## config.mk

```make
export PLATFORM = sky130hd
export DESIGN_NAME = rom_loader_flat
export DESIGN_NICKNAME = d
export VERILOG_FILES = /design/src/rtl/rom_loader_if.sv /design/src/rtl/rom_loader.sv /design/src/flat_wrapper.sv
export SDC_FILE = /design/constraint.sdc
export NUM_CORES = 1
export LEC_CHECK = 0
export CAP_MARGIN = 15
export CORE_AREA = 3 3 105 107
export DETAILED_ROUTE_END_ITERATION = 16
export DIE_AREA = 0 0 108 110
export PLACE_DENSITY = 0.65
export SYNTH_ARGS = -nofsm -noshare
export SYNTH_HDL_FRONTEND = slang
export SYNTH_SLANG_ARGS = --single-unit
```

## constraint.sdc

```tcl
create_clock -name clock -period 2.76 [get_ports clock]
set_input_delay 0.552 -clock clock [delete_from_list [all_inputs] [get_ports clock]]
set_output_delay 0.552 -clock clock [all_outputs]
set_load 0.02 [all_outputs]
```

## src/rtl/rom_loader_if.sv

```systemverilog
// rom_loader_if: bundles the hps_io download stream and the ROM write port
// so the loader and its host connect through one port.
interface rom_loader_if #(
  parameter int ADDRWIDTH = 14
);
  logic                 ioctl_download;
  logic [7:0]           ioctl_index;
  logic [24:0]          ioctl_addr;
  logic [7:0]           ioctl_dout;
  logic                 ioctl_wr;
  logic                 ioctl_wait;
  logic [ADDRWIDTH-1:0] mem_addr;
  logic [7:0]           mem_data;
  logic                 mem_wren;

  // Host side: drives the download stream, observes wait and the write port
  modport master (
    output ioctl_download, ioctl_index, ioctl_addr, ioctl_dout, ioctl_wr,
    input  ioctl_wait, mem_addr, mem_data, mem_wren
  );

  // Loader side: consumes the download stream, drives the write port
  modport slave (
    input  ioctl_download, ioctl_index, ioctl_addr, ioctl_dout, ioctl_wr,
    output ioctl_wait, mem_addr, mem_data, mem_wren
  );
endinterface

```

## src/rtl/rom_loader.sv

```systemverilog
// rom_loader: writes one ioctl download image into the write port of a
// dual-port ROM, then pads the unwritten tail with a fill byte so a short
// image never leaves stale data from an earlier load.
module rom_loader #(
  parameter int       ADDRWIDTH = 14,
  parameter bit [7:0] INDEX     = 8'd1,
  parameter bit [7:0] FILL      = 8'hFF
) (
  input  logic               clock,
  input  logic               reset_n,
  rom_loader_if.slave        bus,
  output logic               busy,
  output logic               done,
  output logic [ADDRWIDTH:0] size
);

  typedef enum logic [2:0] {
    S_IDLE,
    S_LOAD,
    S_WRITE,
    S_FILL,
    S_DONE
  } state_t;

  // Address math carries one extra bit so the fill counter and size can
  // represent the full region depth without wrapping to zero.
  localparam logic [ADDRWIDTH:0] DEPTH      = {1'b1, {ADDRWIDTH{1'b0}}};
  localparam logic [ADDRWIDTH:0] LAST       = {1'b0, {ADDRWIDTH{1'b1}}};
  localparam logic [ADDRWIDTH:0] ONE        = {{ADDRWIDTH{1'b0}}, 1'b1};
  localparam logic [24:0]        ADDR_LIMIT = 25'(1) << ADDRWIDTH;

  state_t             state, state_n;
  logic [ADDRWIDTH:0] addr_q, addr_n;
  logic [7:0]         data_q, data_n;
  logic               wren_q, wren_n;
  logic               wait_q, wait_n;
  logic               busy_q, busy_n;
  logic               done_q, done_n;
  logic [ADDRWIDTH:0] size_q, size_n;

  logic               sel;
  logic               in_range;
  logic [ADDRWIDTH:0] addr_plus;
  logic               finish_load;

  assign sel       = bus.ioctl_download && (bus.ioctl_index == INDEX);
  assign in_range  = bus.ioctl_addr < ADDR_LIMIT;
  assign addr_plus = {1'b0, bus.ioctl_addr[ADDRWIDTH-1:0]} + ONE;

  assign bus.mem_addr   = addr_q[ADDRWIDTH-1:0];
  assign bus.mem_data   = data_q;
  assign bus.mem_wren   = wren_q;
  assign bus.ioctl_wait = wait_q;
  assign busy           = busy_q;
  assign done           = done_q;
  assign size           = size_q;

  // Next-state and next-output logic; every output is computed here and
  // registered below so nothing from ioctl_* reaches an output combinationally.
  always_comb begin
    state_n     = state;
    addr_n      = addr_q;
    data_n      = data_q;
    wren_n      = 1'b0;
    wait_n      = 1'b0;
    size_n      = size_q;
    done_n      = done_q;
    finish_load = 1'b0;

    case (state)
      S_IDLE, S_DONE: begin
        if (sel) begin
          state_n = S_LOAD;
          size_n  = '0;
          done_n  = 1'b0;
        end
      end
      S_LOAD: begin
        if (sel && bus.ioctl_wr) begin
          if (in_range) begin
            addr_n  = {1'b0, bus.ioctl_addr[ADDRWIDTH-1:0]};
            data_n  = bus.ioctl_dout;
            wren_n  = 1'b1;
            wait_n  = 1'b1;
            state_n = S_WRITE;
            if (addr_plus > size_q) begin
              size_n = addr_plus;
            end
          end else begin
            size_n = DEPTH;
          end
        end else if (!sel) begin
          finish_load = 1'b1;
        end
      end
      S_WRITE: begin
        if (sel) begin
          state_n = S_LOAD;
        end else begin
          finish_load = 1'b1;
        end
      end
      S_FILL: begin
        if (sel) begin
          state_n = S_LOAD;
          size_n  = '0;
        end else if (addr_q == LAST) begin
          state_n = S_DONE;
          done_n  = 1'b1;
        end else begin
          addr_n = addr_q + ONE;
          data_n = FILL;
          wren_n = 1'b1;
        end
      end
      default: begin
        state_n = S_IDLE;
      end
    endcase

    if (finish_load) begin
      if (size_q < DEPTH) begin
        state_n = S_FILL;
        addr_n  = size_q;
        data_n  = FILL;
        wren_n  = 1'b1;
      end else begin
        state_n = S_DONE;
        done_n  = 1'b1;
      end
    end

    busy_n = (state_n == S_LOAD) || (state_n == S_WRITE) || (state_n == S_FILL);
  end

  // State and output registers; reset drops straight back to idle without
  // touching memory contents.
  always_ff @(posedge clock or negedge reset_n) begin
    if (!reset_n) begin
      state  <= S_IDLE;
      addr_q <= '0;
      data_q <= '0;
      wren_q <= 1'b0;
      wait_q <= 1'b0;
      busy_q <= 1'b0;
      done_q <= 1'b0;
      size_q <= '0;
    end else begin
      state  <= state_n;
      addr_q <= addr_n;
      data_q <= data_n;
      wren_q <= wren_n;
      wait_q <= wait_n;
      busy_q <= busy_n;
      done_q <= done_n;
      size_q <= size_n;
    end
  end

endmodule

```

## src/flat_wrapper.sv

```systemverilog
// flat-port wrapper written by rule: the top's interface ports become plain ports
module rom_loader_flat 
#(
  parameter int       ADDRWIDTH = 14,
  parameter bit [7:0] INDEX     = 8'd1,
  parameter bit [7:0] FILL      = 8'hFF
)
  (clock, reset_n, busy, done, size, bus_ioctl_download, bus_ioctl_index, bus_ioctl_addr, bus_ioctl_dout, bus_ioctl_wr, bus_ioctl_wait, bus_mem_addr, bus_mem_data, bus_mem_wren);
  rom_loader_if #(.ADDRWIDTH(ADDRWIDTH)) bus_i ();
  input  logic clock;
  input  logic reset_n;
  output logic busy;
  output logic done;
  output logic [ADDRWIDTH:0] size;
  input wire logic [$bits(bus_i.ioctl_download)-1:0] bus_ioctl_download;
  input wire logic [$bits(bus_i.ioctl_index)-1:0] bus_ioctl_index;
  input wire logic [$bits(bus_i.ioctl_addr)-1:0] bus_ioctl_addr;
  input wire logic [$bits(bus_i.ioctl_dout)-1:0] bus_ioctl_dout;
  input wire logic [$bits(bus_i.ioctl_wr)-1:0] bus_ioctl_wr;
  output wire logic [$bits(bus_i.ioctl_wait)-1:0] bus_ioctl_wait;
  output wire logic [$bits(bus_i.mem_addr)-1:0] bus_mem_addr;
  output wire logic [$bits(bus_i.mem_data)-1:0] bus_mem_data;
  output wire logic [$bits(bus_i.mem_wren)-1:0] bus_mem_wren;
  assign bus_i.ioctl_download = bus_ioctl_download;
  assign bus_i.ioctl_index = bus_ioctl_index;
  assign bus_i.ioctl_addr = bus_ioctl_addr;
  assign bus_i.ioctl_dout = bus_ioctl_dout;
  assign bus_i.ioctl_wr = bus_ioctl_wr;
  assign bus_ioctl_wait = bus_i.ioctl_wait;
  assign bus_mem_addr = bus_i.mem_addr;
  assign bus_mem_data = bus_i.mem_data;
  assign bus_mem_wren = bus_i.mem_wren;
  rom_loader #(.ADDRWIDTH(ADDRWIDTH), .INDEX(INDEX), .FILL(FILL)) u_core (.clock(clock), .reset_n(reset_n), .bus(bus_i), .busy(busy), .done(done), .size(size));
endmodule
```

==> results of run 1 <==
[stage by stage]
stage,instance area (um2),setup slack [ns],instances,util,hold slack (ns)
detailed placement,4490,-0.480,626,0.438,0.482
finish,4660,0.0741,638,0.456,0.198
floorplan,3300,0.0598,392,-,0.256
CTS,4640,0.0129,637,0.453,0.196
global route,4660,-0.0121,638,0.456,0.213
global placement,4490,-0.412,626,0.438,0.476
[where the power goes]
group,switching [mW],internal [mW]
Clock,0.235,0.180
Sequential,0.166,0.778
Combinational,0.731,0.609
[how the worst min path moves through the flow]
stage | end | slack (ns) | depth (start not counted)
floorplan | u_core.addr_q[0]$_DFF_PN0_ | 0.26 | 0
global placement | u_core.bus.mem_data[6]$_DFF_PN0_ | 0.48 | 2
detailed placement | u_core.bus.mem_data[2]$_DFF_PN0_ | 0.48 | 2
CTS | u_core.busy$_DFF_PN0_ | 0.20 | 1
global route | u_core.state[1]$_DFF_PN0_ | 0.21 | 1
finish | u_core.state[0]$_DFF_PN0_ | 0.20 | 1
[layout make-up]
| class | count | area, um2 |
|---|---|---|
| clock inverters | 1 | 7.51 |
| clock buffers | 7 | 76.3 |
| multi-input cells | 292 | 1960 |
| repair buffers | 135 | 1240 |
| well taps | 136 | 170 |
| flip-flops and latches | 45 | 1130 |
| fillers | 988 | 5570 |
| inverters | 22 | 82.6 |
[logic make-up (layout without fill, tap and decap cells)]
logic type                 Yosys count  count (layout)  synth area share
AOI/OAI and AO/OA                   70              70             0.155
xor gates and xnor gates            13              13            0.0345
adders and majority gates           17              17            0.0644
buffers and inverters               55             165            0.0826
DFF                                 45              45             0.341
muxes                               17              17            0.0519
and+or+nand+nor                    175             175             0.271
[state kept, by name, indices dropped and copies added, names as in the netlist]
name / count
u_core.bus.ioctl_wait: 1
u_core.size: 15
u_core.done: 1
u_core.bus.mem_data: 8
u_core.busy: 1
u_core.addr_q: 15
u_core.bus.mem_wren: 1
u_core.state: 3
[layout by cell type, fill, tap and decap left out, types with 9 or more instances in the layout]
master and instances:
a21oi_1 12, mux2i_1 16, nand4_1 17, nor2_1 24, inv_1 22, dfrtp_1 45
nand3_1 26, dlygate4sd2_1 9, buf_4 46, ha_1 16, xnor2_1 9, nand2_1 66
clkdlybuf4s50_1 73
[metal layers]
layer / vias up / global-route usage
li1: 1625 / -
met3: 10 / 0.0291
met2: 111 / 0.303
met5: - / 0
met1: 1572 / 0.243
met4: 0 / 0.0343
[critical path, stage by stage]
cell	delay [ns]
clkdlybuf4s50_1	0.52
and3_1	0.17
nand4_1	0.18
xnor2_2	0.19
ha_1	0.31
nand4_1	0.16
nor2_2	0.20
o21ai_2	0.09
a21oi_4	0.18
buf_6	0.16
mux2i_1	0.19
[timing repair]
| item | in CTS | in global routing |
|---|---|---|
| setup buffers | 3 | 1 |
| endpoints found under the hold margin | 0 | 0 |
| pin swaps | 11 | 11 |
| endpoints found under the setup margin | 15 | 15 |
| resized for setup | 24 | 6 |
==> impl_metrics.env, run 1 <==
export IMPL_status="finished, final reports clean"
export IMPL_rows=37
export IMPL_drt_wirelength_per_cell_um=16.3
export IMPL_ys_warn_count=0
export IMPL_clkLatencyLatePin_ns=0.30
export IMPL_synth_ff_type="dfrtp_1"
export IMPL_diodes=0
export IMPL_synth_edf_count=0
export IMPL_rr_worst_depth=6
export IMPL_drc=0
export IMPL_end_kind="flip-flop"
export IMPL_ctsHtreeMaxLevel=2
export IMPL_hold_path_class="in2async"
export IMPL_cap_violations=0
export IMPL_die_w_um=108
export IMPL_cts_clk_slew_worst_paths_ns=0.09
export IMPL_worstSetupStartpoint="bus_ioctl_addr[11]"
export IMPL_yosysUniqueCellTypes=61
export IMPL_cp_max_fo=6
export IMPL_crit_end="u_core.size[4]$_DFFE_PN0P_"
export IMPL_finClkSkew_ns=0.00354
export IMPL_dr_pass1_iters=5
export IMPL_area_growth_pct=41.2
export IMPL_drive_gt1_frac=0.163
export IMPL_grt_pass1_wl_mm=16.9
export IMPL_place_hpwl_mm=8.10
export IMPL_synth_area_per_cell_um2=8.42
export IMPL_setup_viol=0
export IMPL_clockBufferDepth=2
export IMPL_grt_overflow=0
export IMPL_die_h_um=110
export IMPL_synth_cells=392
export IMPL_synthMostInstantiatedCell="nand2_1"
export IMPL_synth_top_cell_area_share=0.341
export IMPL_port_buffers=85
export IMPL_highest_layer="met4"
export IMPL_wl_met1_mm=4.55
export IMPL_dieArea_um2=11900
export IMPL_tightest_slew_ns=0.511
export IMPL_post_drt_via_cell_ratio=5.20
export IMPL_worstReg2RegEnd="u_core.addr_q[1]$_DFF_PN0_"
export IMPL_arrival_ns=2.91
export IMPL_vias=3318
export IMPL_fmax_mhz=372
export IMPL_synthTopCellsByCount="nand2_1, dfrtp_1, nand3_1, nor2_1, inv_1"
export IMPL_grt_max_degree=28
export IMPL_hold_viol=0
export IMPL_leakagePower_nw=1.87
export IMPL_drtIter0Drc=258
export IMPL_slew_limit_headroom=0.658
export IMPL_gp_congestion=0.929
export IMPL_ir_drop_mv=0.311
export IMPL_routed_wl_mm=10.4
export IMPL_slew_viol_final=0
export IMPL_fin_setup_tns_ns=0
export IMPL_r2r_start="u_core.addr_q[1]$_DFF_PN0_"
export IMPL_numCtsBuffers=5
export IMPL_synthArstFlopShare=1.00
export IMPL_synth_area_leader_cell="dfrtp_1"
export IMPL_powerDensity_nw_per_um2=579
export IMPL_cts_sinks=45
export IMPL_ys_seq_elements=45
export IMPL_cts_tree="done"
export IMPL_p_total_mw=2.70
export IMPL_syn_area_um2=3300
export IMPL_cts_hold_buf=0
export IMPL_required_ns=2.98
export IMPL_ys_seq_area_frac=0.341
export IMPL_route_met3_wl_um=754
export IMPL_setup_worst_path_start_class="input pin"
export IMPL_ios=86
export IMPL_fin_crit_sh=0.973
export IMPL_antenna_found_initial=0
export IMPL_core_area_um2=10200
export IMPL_wl_met2_mm=4.96
export IMPL_final_nets=563
export IMPL_grt_usage=0.179
export IMPL_initial_utilization=0.323
export IMPL_synth_nets=454
export IMPL_ant_nets=0
export IMPL_layout_min_cycle_time_ns=2.69
export IMPL_first_global_vias=3262
export IMPL_synth_area_leaders="dfrtp_1, nand2_1, ha_1"
export IMPL_crit_type="in2reg"
export IMPL_r2r_setup_slack_ns=0.40
export IMPL_root_buffer="clkbuf_8"
Note: power is estimated with default switching activity, not from simulation.
==> run 2: changes to the inputs <==
Settings changed: GPL_TIMING_DRIVEN set to 0.
==> impl_metrics.env, run 2 (synthesized netlist as in run 1, its figures left out) <==
export IMPL_p_total_mw=2.87
export IMPL_ctsHtreeMaxLevel=2
export IMPL_ant_nets=0
export IMPL_grt_overflow=0
export IMPL_wl_met2_mm=4.99
export IMPL_crit_type="in2reg"
export IMPL_post_drt_via_cell_ratio=5.33
export IMPL_core_area_um2=10200
export IMPL_numCtsBuffers=5
export IMPL_cts_clk_slew_worst_paths_ns=0.09
export IMPL_fin_crit_sh=0.946
export IMPL_hold_path_class="in2async"
export IMPL_slew_limit_headroom=0.624
export IMPL_setup_worst_path_start_class="input pin"
export IMPL_r2r_start="u_core.addr_q[0]$_DFF_PN0_"
export IMPL_rows=37
export IMPL_status="finished, final reports clean"
export IMPL_fin_util=0.441
export IMPL_fin_area_um2=4520
export IMPL_nFillCells=1004
export IMPL_ir_drop_mv=0.296
export IMPL_slew_viol_final=0
export IMPL_hold_viol=0
export IMPL_clockBufferDepth=2
export IMPL_cts_sinks=45
export IMPL_port_buffers=85
export IMPL_worstReg2RegEnd="u_core.bus.mem_data[4]$_DFF_PN0_"
export IMPL_rsz0062_at_grt="true"
export IMPL_gp_congestion=0.863
export IMPL_wl_met1_mm=4.41
export IMPL_die_h_um=110
export IMPL_final_nets=548
export IMPL_drt_wirelength_per_cell_um=16.5
export IMPL_required_ns=2.96
export IMPL_arrival_ns=2.81
export IMPL_drive_gt1_frac=0.138
export IMPL_crit_end="u_core.addr_q[11]$_DFF_PN0_"
export IMPL_grt_max_degree=32
export IMPL_setup_viol=0
export IMPL_fmax_mhz=383
export IMPL_cap_violations=0
export IMPL_tightest_slew_ns=0.564
export IMPL_clkLatencyLatePin_ns=0.30
export IMPL_grt_usage=0.177
export IMPL_layout_commonest_cell="clkdlybuf4s50_1"
export IMPL_finClkSkew_ns=0.00660
export IMPL_r2r_setup_slack_ns=0.25
export IMPL_final_cell_mix="clkdlybuf4s50_1, nand2_1, dfrtp_1"
export IMPL_antenna_found_initial=0
export IMPL_ios=86
export IMPL_place_hpwl_mm=7.92
export IMPL_powerDensity_nw_per_um2=636
export IMPL_routed_wl_mm=10.3
export IMPL_diodes=0
export IMPL_area_growth_pct=36.8
export IMPL_drc=0
export IMPL_vias=3322
export IMPL_leakagePower_nw=1.78
export IMPL_die_w_um=108
export IMPL_route_met3_wl_um=674
export IMPL_cts_tree="done"
export IMPL_cp_max_fo=10
export IMPL_post_dp_cell_area_um2=4340
export IMPL_first_global_vias=3362
export IMPL_dieArea_um2=11900
export IMPL_highest_layer="met4"
export IMPL_worstSetupStartpoint="bus_ioctl_addr[24]"
export IMPL_layout_min_cycle_time_ns=2.61
export IMPL_end_kind="flip-flop"
export IMPL_root_buffer="clkbuf_8"
export IMPL_dr_pass1_iters=5
export IMPL_initial_utilization=0.323
export IMPL_grt_pass1_wl_mm=16.7
export IMPL_rr_worst_depth=7
export IMPL_drtIter0Drc=250
[run 2: changes by cell type in the layout (fill, tap and decap cells not counted), sizes merged]
| cell | change |
|---|---|
| clkinvlp | -1 |
| clkbuf | +20 |
| dlymetal6s2s | -2 |
| clkdlybuf4s15 | +1 |
| bufbuf | +1 |
| dlygate4sd2 | -6 |
| bufinv | +1 |
| buf | -27 |
| clkdlybuf4s50 | -2 |
[run 2: cell type report]
cell class / count / area, um2 / share of cell area
multi-input cells: 292 / 1970 / 0.436
well taps: 136 / 170 / 0.0377
plain buffers: 31 / 188 / 0.0416
clock inverters: 1 / 30.0 / 0.00665
flip-flops and latches: 45 / 1130 / 0.249
repair buffers: 89 / 865 / 0.191
clock buffers: 7 / 86.3 / 0.0191
inverters: 22 / 82.6 / 0.0183
[run 2: worst max-delay path: stages]
cell	delay, ns
clkdlybuf4s50_1	0.39
or4_4	0.57
nor3_4	0.32
nand3_1	0.19
inv_1	0.19
buf_2	0.25
a32oi_1	0.08
a31oi_1	0.26
[run 2: worst min path at each step]
stage / slack [ns] / endpoint / cells past startpoint
finish: 0.15 / u_core.bus.mem_data[6]$_DFF_PN0_ / 1
global route: 0.17 / u_core.bus.mem_data[6]$_DFF_PN0_ / 1
CTS: 0.16 / u_core.bus.mem_data[6]$_DFF_PN0_ / 1
floorplan: 0.26 / u_core.addr_q[0]$_DFF_PN0_ / 0
detailed placement: 0.48 / u_core.bus.mem_data[2]$_DFF_PN0_ / 2
global placement: 0.48 / u_core.bus.mem_data[6]$_DFF_PN0_ / 2
[run 2: what timing repair did]
action	in CTS	in global routing
hold buffers	0	0
pin swaps	6	4
setup buffers	2	0
endpoints found under the hold margin	0	0
cloned	1	0
resized for setup	29	23
setup endpoints to repair	15	18
[run 2: power breakdown]
part	internal, mW	switching [mW]	leakage [nW]	total (mW)
clock	0.295	0.233	0.0585	0.528
sequential	0.778	0.151	0.551	0.929
combinational	0.637	0.779	1.17	1.42
[run 2: stage by stage]
stage / std cells / worst slack, ns / setup TNS (ns) / hold slack [ns]
6_report: 623 / 0.150 / 0 / 0.151
5_1_grt: 623 / -0.0288 / -0.0326 / 0.174
4_1_cts: 623 / 0.00562 / 0 / 0.163
3_5_place_dp: 614 / -0.987 / -16.19 / 0.482
3_3_place_gp: 613 / -0.923 / -25.54 / 0.475
2_1_floorplan: 392 / 0.0598 / 0 / 0.256
[run 2: per-layer routing]
metal,up-vias,GRT usage
met3,23,0.0315
li1,1604,-
met1,1571,0.224
met5,-,0
met4,0,0.0478
met2,124,0.313
